### src/rtl/program_loader.sv
// program_loader
//  Assembles an MSB-first byte stream into NB_DATA-bit instruction words and
//  writes them sequentially into IF instruction memory. After the end-of-program
//  word it pulses the pipeline reset, then gates the pipeline through o_halt
//  for continuous runs or single steps until the pipeline reports HALT retired.
//  Optional feature macro: LOADER_CHECKSUM_EN (trailing XOR checksum byte
//  verified after HALT_WORD; adds the o_chk_err port).
//
//  Handshake: i_rx_valid is a one-cycle strobe with no back-pressure; a byte is
//  consumed on every clock where i_rx_valid is high in IDLE, LOAD or WRITE and
//  is dropped in every other state. o_we_IF is a one-cycle write strobe that
//  is qualified by o_instr_addr and o_instruction_data in the same cycle.
module program_loader #(
   parameter int                 NB_DATA         = 32,
   parameter int                 NB_BYTE         = 8,
   parameter int                 NB_ADDR         = 8,
   parameter logic [NB_DATA-1:0] HALT_WORD       = 32'hFFFF_FFFF,
   parameter int                 PIPE_RST_CYCLES = 2
) (
   input  logic               clk,
   input  logic               i_rst_n,
   input  logic [NB_BYTE-1:0] i_rx_data,
   input  logic               i_rx_valid,
   input  logic               i_start,
   input  logic               i_step,
   input  logic               i_pipe_halted,
   input  logic               i_clear,
   output logic               o_we_IF,
   output logic [NB_DATA-1:0] o_instruction_data,
   output logic [NB_ADDR-1:0] o_instr_addr,
   output logic [NB_ADDR:0]   o_word_count,
   output logic               o_pipe_rst_n,
   output logic               o_halt,
   output logic               o_overflow,
   output logic               o_done,
`ifdef LOADER_CHECKSUM_EN
   output logic               o_chk_err,
`endif
   output logic [2:0]         o_state
);

   localparam int NW  = NB_DATA / NB_BYTE;
   localparam int BCW = $clog2(NW + 1);
   localparam int FCW = $clog2(PIPE_RST_CYCLES + 1);
   localparam int CW  = NB_ADDR + 1;
   localparam logic [NB_ADDR-1:0] ADDR_MAX = '1;

`ifdef LOADER_CHECKSUM_EN
   // CHECK has its own code internally but is reported as 3 on o_state.
   typedef enum logic [3:0] {
      IDLE = 4'd0, LOAD = 4'd1, WRITE = 4'd2, FLUSH = 4'd3,
      READY = 4'd4, RUN = 4'd5, STEP = 4'd6, DONE = 4'd7, CHECK = 4'd8
   } state_e;
`else
   typedef enum logic [2:0] {
      IDLE = 3'd0, LOAD = 3'd1, WRITE = 3'd2, FLUSH = 3'd3,
      READY = 3'd4, RUN = 3'd5, STEP = 3'd6, DONE = 3'd7
   } state_e;
`endif

   state_e             state_q, state_d;
   logic [NB_DATA-1:0] acc_q, acc_d, acc_shift;
   logic [NB_DATA-1:0] data_q, data_d;
   logic [BCW-1:0]     byte_cnt_q, byte_cnt_d;
   logic [NB_ADDR-1:0] addr_q, addr_d;
   logic [CW-1:0]      count_q, count_d;
   logic [FCW-1:0]     flush_cnt_q, flush_cnt_d;
   logic               overflow_q, overflow_d;
   logic               we_q, we_d;
   logic               prst_q, prst_d;
   logic               halt_q, halt_d;
   logic               done_q, done_d;
   logic [2:0]         state_dbg_q, state_dbg_d;
   logic               rx_accept;
`ifdef LOADER_CHECKSUM_EN
   logic [NB_BYTE-1:0] xor_q, xor_d;
   logic               chk_err_q, chk_err_d;
`endif

   assign rx_accept = i_rx_valid && (state_q == IDLE || state_q == LOAD || state_q == WRITE);
   assign acc_shift = (acc_q << NB_BYTE) | NB_DATA'(i_rx_data);

   // Next-state, datapath and registered-output decode for the loader/run FSM.
   always_comb begin
      state_d     = state_q;
      acc_d       = acc_q;
      data_d      = data_q;
      byte_cnt_d  = byte_cnt_q;
      addr_d      = addr_q;
      count_d     = count_q;
      flush_cnt_d = flush_cnt_q;
      overflow_d  = overflow_q;
`ifdef LOADER_CHECKSUM_EN
      xor_d       = xor_q;
      chk_err_d   = chk_err_q;
`endif
      if (i_clear) begin
         state_d    = IDLE;
         byte_cnt_d = '0;
         addr_d     = '0;
         count_d    = '0;
         overflow_d = 1'b0;
`ifdef LOADER_CHECKSUM_EN
         xor_d      = '0;
         chk_err_d  = 1'b0;
`endif
      end else begin
         if (rx_accept) begin
            acc_d      = acc_shift;
            byte_cnt_d = byte_cnt_q + BCW'(1);
`ifdef LOADER_CHECKSUM_EN
            xor_d      = xor_q ^ i_rx_data;
`endif
         end
         case (state_q)
            IDLE, LOAD: begin
               if (rx_accept) begin
                  if (byte_cnt_q == BCW'(NW - 1)) begin
                     data_d     = acc_shift;
                     byte_cnt_d = '0;
                     state_d    = WRITE;
                  end else begin
                     state_d    = LOAD;
                  end
               end
            end
            WRITE: begin
               count_d = count_q + CW'(1);
               if (addr_q != ADDR_MAX) addr_d = addr_q + NB_ADDR'(1);
               if (data_q == HALT_WORD) begin
                  flush_cnt_d = '0;
`ifdef LOADER_CHECKSUM_EN
                  state_d     = CHECK;
`else
                  state_d     = FLUSH;
`endif
               end else if (addr_q == ADDR_MAX) begin
                  overflow_d  = 1'b1;
                  flush_cnt_d = '0;
                  state_d     = FLUSH;
               end else begin
                  state_d     = LOAD;
               end
            end
            FLUSH: begin
               if (flush_cnt_q == FCW'(PIPE_RST_CYCLES - 1)) state_d = READY;
               else flush_cnt_d = flush_cnt_q + FCW'(1);
            end
            READY: begin
               if (i_start)     state_d = RUN;
               else if (i_step) state_d = STEP;
            end
            RUN: begin
               if (i_pipe_halted) state_d = DONE;
            end
            STEP: begin
               state_d = i_pipe_halted ? DONE : READY;
            end
            DONE: begin
               state_d = DONE;
            end
`ifdef LOADER_CHECKSUM_EN
            CHECK: begin
               if (i_rx_valid) begin
                  if (i_rx_data == xor_q) begin
                     flush_cnt_d = '0;
                     state_d     = FLUSH;
                  end else begin
                     chk_err_d   = 1'b1;
                     state_d     = DONE;
                  end
               end
            end
`endif
            default: state_d = IDLE;
         endcase
      end
      // Control outputs are decoded from the next state so they are registered
      // and line up with o_state in the same cycle.
      we_d   = (state_d == WRITE);
      prst_d = (state_d != FLUSH);
      halt_d = !(state_d == RUN || state_d == STEP);
      done_d = (state_d == DONE);
`ifdef LOADER_CHECKSUM_EN
      state_dbg_d = (state_d == CHECK) ? 3'd3 : state_d[2:0];
`else
      state_dbg_d = state_d;
`endif
   end

   // State and output registers; reset discards any partially assembled word.
   always_ff @(posedge clk or negedge i_rst_n) begin
      if (!i_rst_n) begin
         state_q     <= IDLE;
         acc_q       <= '0;
         data_q      <= '0;
         byte_cnt_q  <= '0;
         addr_q      <= '0;
         count_q     <= '0;
         flush_cnt_q <= '0;
         overflow_q  <= 1'b0;
         we_q        <= 1'b0;
         prst_q      <= 1'b0;
         halt_q      <= 1'b1;
         done_q      <= 1'b0;
         state_dbg_q <= 3'd0;
`ifdef LOADER_CHECKSUM_EN
         xor_q       <= '0;
         chk_err_q   <= 1'b0;
`endif
      end else begin
         state_q     <= state_d;
         acc_q       <= acc_d;
         data_q      <= data_d;
         byte_cnt_q  <= byte_cnt_d;
         addr_q      <= addr_d;
         count_q     <= count_d;
         flush_cnt_q <= flush_cnt_d;
         overflow_q  <= overflow_d;
         we_q        <= we_d;
         prst_q      <= prst_d;
         halt_q      <= halt_d;
         done_q      <= done_d;
         state_dbg_q <= state_dbg_d;
`ifdef LOADER_CHECKSUM_EN
         xor_q       <= xor_d;
         chk_err_q   <= chk_err_d;
`endif
      end
   end

   assign o_we_IF            = we_q;
   assign o_instruction_data = data_q;
   assign o_instr_addr       = addr_q;
   assign o_word_count       = count_q;
   assign o_pipe_rst_n       = prst_q;
   assign o_halt             = halt_q;
   assign o_overflow         = overflow_q;
   assign o_done             = done_q;
   assign o_state            = state_dbg_q;
`ifdef LOADER_CHECKSUM_EN
   assign o_chk_err          = chk_err_q;
`endif

endmodule

### config.mk
export PLATFORM = sky130hd
export DESIGN_NAME = program_loader
export DESIGN_NICKNAME = d
export VERILOG_FILES = /design/src/rtl/program_loader.sv
export SDC_FILE = /design/constraint.sdc
export NUM_CORES = 1
export LEC_CHECK = 0
export CAP_MARGIN = 40
export CORE_UTILIZATION = 25
export DETAILED_ROUTE_END_ITERATION = 8
export GPL_TIMING_DRIVEN = 1
export PLACE_DENSITY_LB_ADDON = 0.25
export SETUP_SLACK_MARGIN = 0.05
export SYNTH_ARGS = -nofsm -noshare
export SYNTH_HDL_FRONTEND = slang
export SYNTH_SLANG_ARGS = --single-unit
export TNS_END_PERCENT = 100
### constraint.sdc
create_clock -name clk -period 3 [get_ports clk]
set_input_delay 0.6 -clock clk [delete_from_list [all_inputs] [get_ports clk]]
set_output_delay 0.6 -clock clk [all_outputs]
set_load 0.01 [all_outputs]
==> results.md <==
* RR Startpoint: o_instruction_data[14]$_DFFE_PN0P_
* CP max FO at 17
* Total number of vias at 2453
* Max Slew Vio Count at 0
* Clock share of power at 36.7%
* Asr flop ratio synth at 100%
* Die width at 126 um
* DRT antenna net count at 0
* Post_cts resized at 0
* GP Congestion at 0.743
* Post-Syn Instances at 281
* Required time worst endpoint at 3220 ps
* DIE AREA at 15800 um^2
* Worst Reg2Reg Path Length in Cells at 7
* Antenna Cells at 0
* Switching pwr at 675 uW
* Nets at 379
* Setup repair bufs after CTS at 0
* Filler instances at 1461
* Failing checks: DRC
* Core ar. at 14800 um^2
* Number of buffers added on ports at 71
* Clock skew at 6.94 ps
* Max Root-Sink Buffers at 2
* Main synth FF type: dfrtp_1
* Reg power frac at 50.5%
* Fin. Hold Viols at 0
* PD cells at 552 nW/um^2
* Post-route cell area at 5020 um^2
* Total Wirelength at 8390 um
* # DRC at 6
* Worst-Skew Late Latency at 340 ps
* Cts hold-fix bufs at 0
* Yosys reg bits at 86
* R2R Path End: o_instruction_data[2]$_DFFE_PN0P_
* Vias in the first global route at 2614
* Final setup margin at 576 ps
* Detail Route met3 WL at 487 um
* Critical path endpoint category: flip-flop
* Ratio of final minimum period to clock period at 80.8%
* CTS Sinks at 86
* Maximum number of pins on one net before global-route repair at 57
* Global-route wire length before repair at 14000 um
* Sw Ratio at 24.4%
* Syn avg cell area at 13.6 um^2
* Initial antenna violation count at 0
* Crit path time final at 2420 ps
* Utilization after layout at 34.0%
* Post-Place Cell Area at 4750 um^2
* Synth Cell Area at 3820 um^2
* Met2 wire len at 3870 um
* Post-synthesis sequential area ratio at 56.3%
* Synth cell types at 47
* Startpoint Class: flip-flop
* Detailed router's first-iteration violation count at 115
* Htree depth at 3
* Uppermost routed layer: met4
* Place WS at 232 ps
* Syn Nets at 301
* Met1 Wirelength at 3940 um
* WL/cell at 15.3 um
* Min Hold Slack at 327 ps
* P&R area growth vs syn at 31.2%
* Initial core utilization at 25.9%
* Grt ovf at 0
* Fmax achieved at 0.413 GHz
* Status: complete, but fails checks
* Layout cells sized above 1 at 25.1%
* Critical path class: reg2reg
* Worst R2R Setup Slack at 580 ps
* CTS tree: yes
* Relative slew margins at 50.2%
* Slew @ Worst Pin at 747 ps
* Vias per inst at 4.48
* Number of cell rows at 44
* Setup-failing EPs final at 0
* DRT Pass-1 Iters at 6
* I/O Pins at 72
* TNS Setup at 0 ps
* Clock Tree Root: clkbuf_16
* CP Data Arrival Time at 2650 ps
* Unrepaired setup endpoints after global routing: no
* Number of CTS-inserted buffers at 9
* Maxcap violations at 0
* LEAKAGE at 2.14 nW
* Hold Path Class: in2async
* HPWL Detailed at 5790 um
* Die extent in y at 126 um
* Synth warnings at 0
* Clk slew on worst S/H paths at 60 ps
* Number of synthesized flops with an enable pin at 0
* GRT Resource Usage Total at 11.4%
* Worst vdd rail ir drop at 0.000296 V
* Comb pwr share at 12.8%
* Internal Power at 2.09 mW
## kinds of logic (layout without fill, tap and decap cells)
| family | count (synthesis) | in the layout | share of synthesized area, % |
|---|---|---|---|
| buffers and inverters | 15 | 97 | 3.24 |
| DFF | 86 | 86 | 56.3 |
| muxes | 59 | 59 | 20.1 |
| and+or+nand+nor | 77 | 77 | 10.7 |
| xor gates and xnor gates | 14 | 14 | 3.21 |
| AOI/OAI and AO/OA | 25 | 25 | 4.78 |
| adders and majority gates | 5 | 5 | 1.64 |
## metal layers
metal / global-route usage (%) / vias up
met2: 17.7 / 60
met5: 0 / -
met1: 15.0 / 1218
met3: 4.29 / 7
li1: - / 1168
met4: 2.80 / 0
## power by group through the flow
| stage | registers [mW] | logic (mW) | clock network, mW |
|---|---|---|---|
| 3_3_place_gp | 1.42 | 0.353 | 0 |
| 6_report | 1.40 | 0.354 | 1.02 |
| 5_1_grt | 1.42 | 0.389 | 1.11 |
| 3_5_place_dp | 1.42 | 0.361 | 0 |
| 4_1_cts | 1.40 | 0.363 | 1.05 |
| 2_1_floorplan | 1.40 | 0.185 | 0 |
## how the worst max path moves through the flow
stage,from,end,slack (ps),cells past startpoint
finish,o_instruction_data[14]$_DFFE_PN0P_,o_instruction_data[2]$_DFFE_PN0P_,580,7
global route,o_instruction_data[14]$_DFFE_PN0P_,o_instruction_data[2]$_DFFE_PN0P_,360,7
global placement,i_step,o_instruction_data[2]$_DFFE_PN0P_,230,7
detailed placement,i_step,o_instruction_data[2]$_DFFE_PN0P_,230,7
CTS,o_instruction_data[14]$_DFFE_PN0P_,o_instruction_data[2]$_DFFE_PN0P_,530,7
floorplan,o_instr_addr[0]$_DFFE_PN0P_,o_instruction_data[10]$_DFFE_PN0P_,730,8
## state kept, by name (all words and copies together) (netlist names), 2 cells and up
| register | flops |
|---|---|
| o_word_count | 9 |
| o_instruction_data | 32 |
| o_state | 3 |
| flush_cnt_q | 2 |
| acc_q | 24 |
| o_instr_addr | 8 |
| byte_cnt_q | 3 |
## layout make-up
type	instances	area (um^2)	area share, %
clock inverter	4	23.8	0.474
inverter	3	11.3	0.224
sequential	86	2150	42.9
timing repair buffer	79	806	16.1
multi-input combinational	180	1550	30.9
clock buffer	11	243	4.84
tap	184	230	4.59
## cells in the final DEF (no fill, tap or decap), types with 2 or more instances in the layout
cell             instances
buf_4                    6
xnor2_1                  4
mux2_4                  29
or2_2                    2
clkdlybuf4s50_1         70
xor2_1                  10
dfrtp_1                 85
inv_1                    3
nand3_1                  5
nand2_1                  9
and3_1                   5
o211ai_1                 2
mux2i_1                  3
nor4_1                   4
o2bb2ai_1                2
nand3b_1                 2
nand4_1                  9
ha_1                     5
clkinv_2                 3
and4_1                   2
nor3_1                   4
mux2_2                  27
nor2_1                  26
a21oi_1                  7
a211oi_1                 2
clkbuf_16                9
buf_12                   3
## worst max-delay path, stage by stage (launching register included)
cell	delay (ps)
dfrtp_1	380
nand4_1	150
nor4_1	520
buf_4	210
and3_1	220
o2111a_2	280
buf_12	200
mux2_2	350
## cell usage after synthesis, types with 3 or more instances
cell type   n  area, um^2
dfrtp_1    85        2130
mux2_4     29         435
mux2_2     27         304
nor2_1     27         101
xor2_1     10        87.6
nand2_1     9        33.8
nand4_1     9        56.3
a21oi_1     7        35.0
and3_1      5        31.3
ha_1        5        62.6
nand3_1     5        25.0
clkbuf_1    4        15.0
nor3_1      4        20.0
nor4_1      4        25.0
xnor2_1     4        35.0
buf_12      3        60.1
buf_2       3        15.0
inv_1       3        11.3
mux2i_1     3        30.0
## per-stage QoR
stage / power, mW / cells
final: 2.77 / 547
after global routing: 2.91 / 547
after CTS: 2.82 / 547
after detailed placement: 1.78 / 532
after global placement: 1.77 / 532
after floorplan: 1.59 / 281
Note: power is estimated with default switching activity, not from simulation.
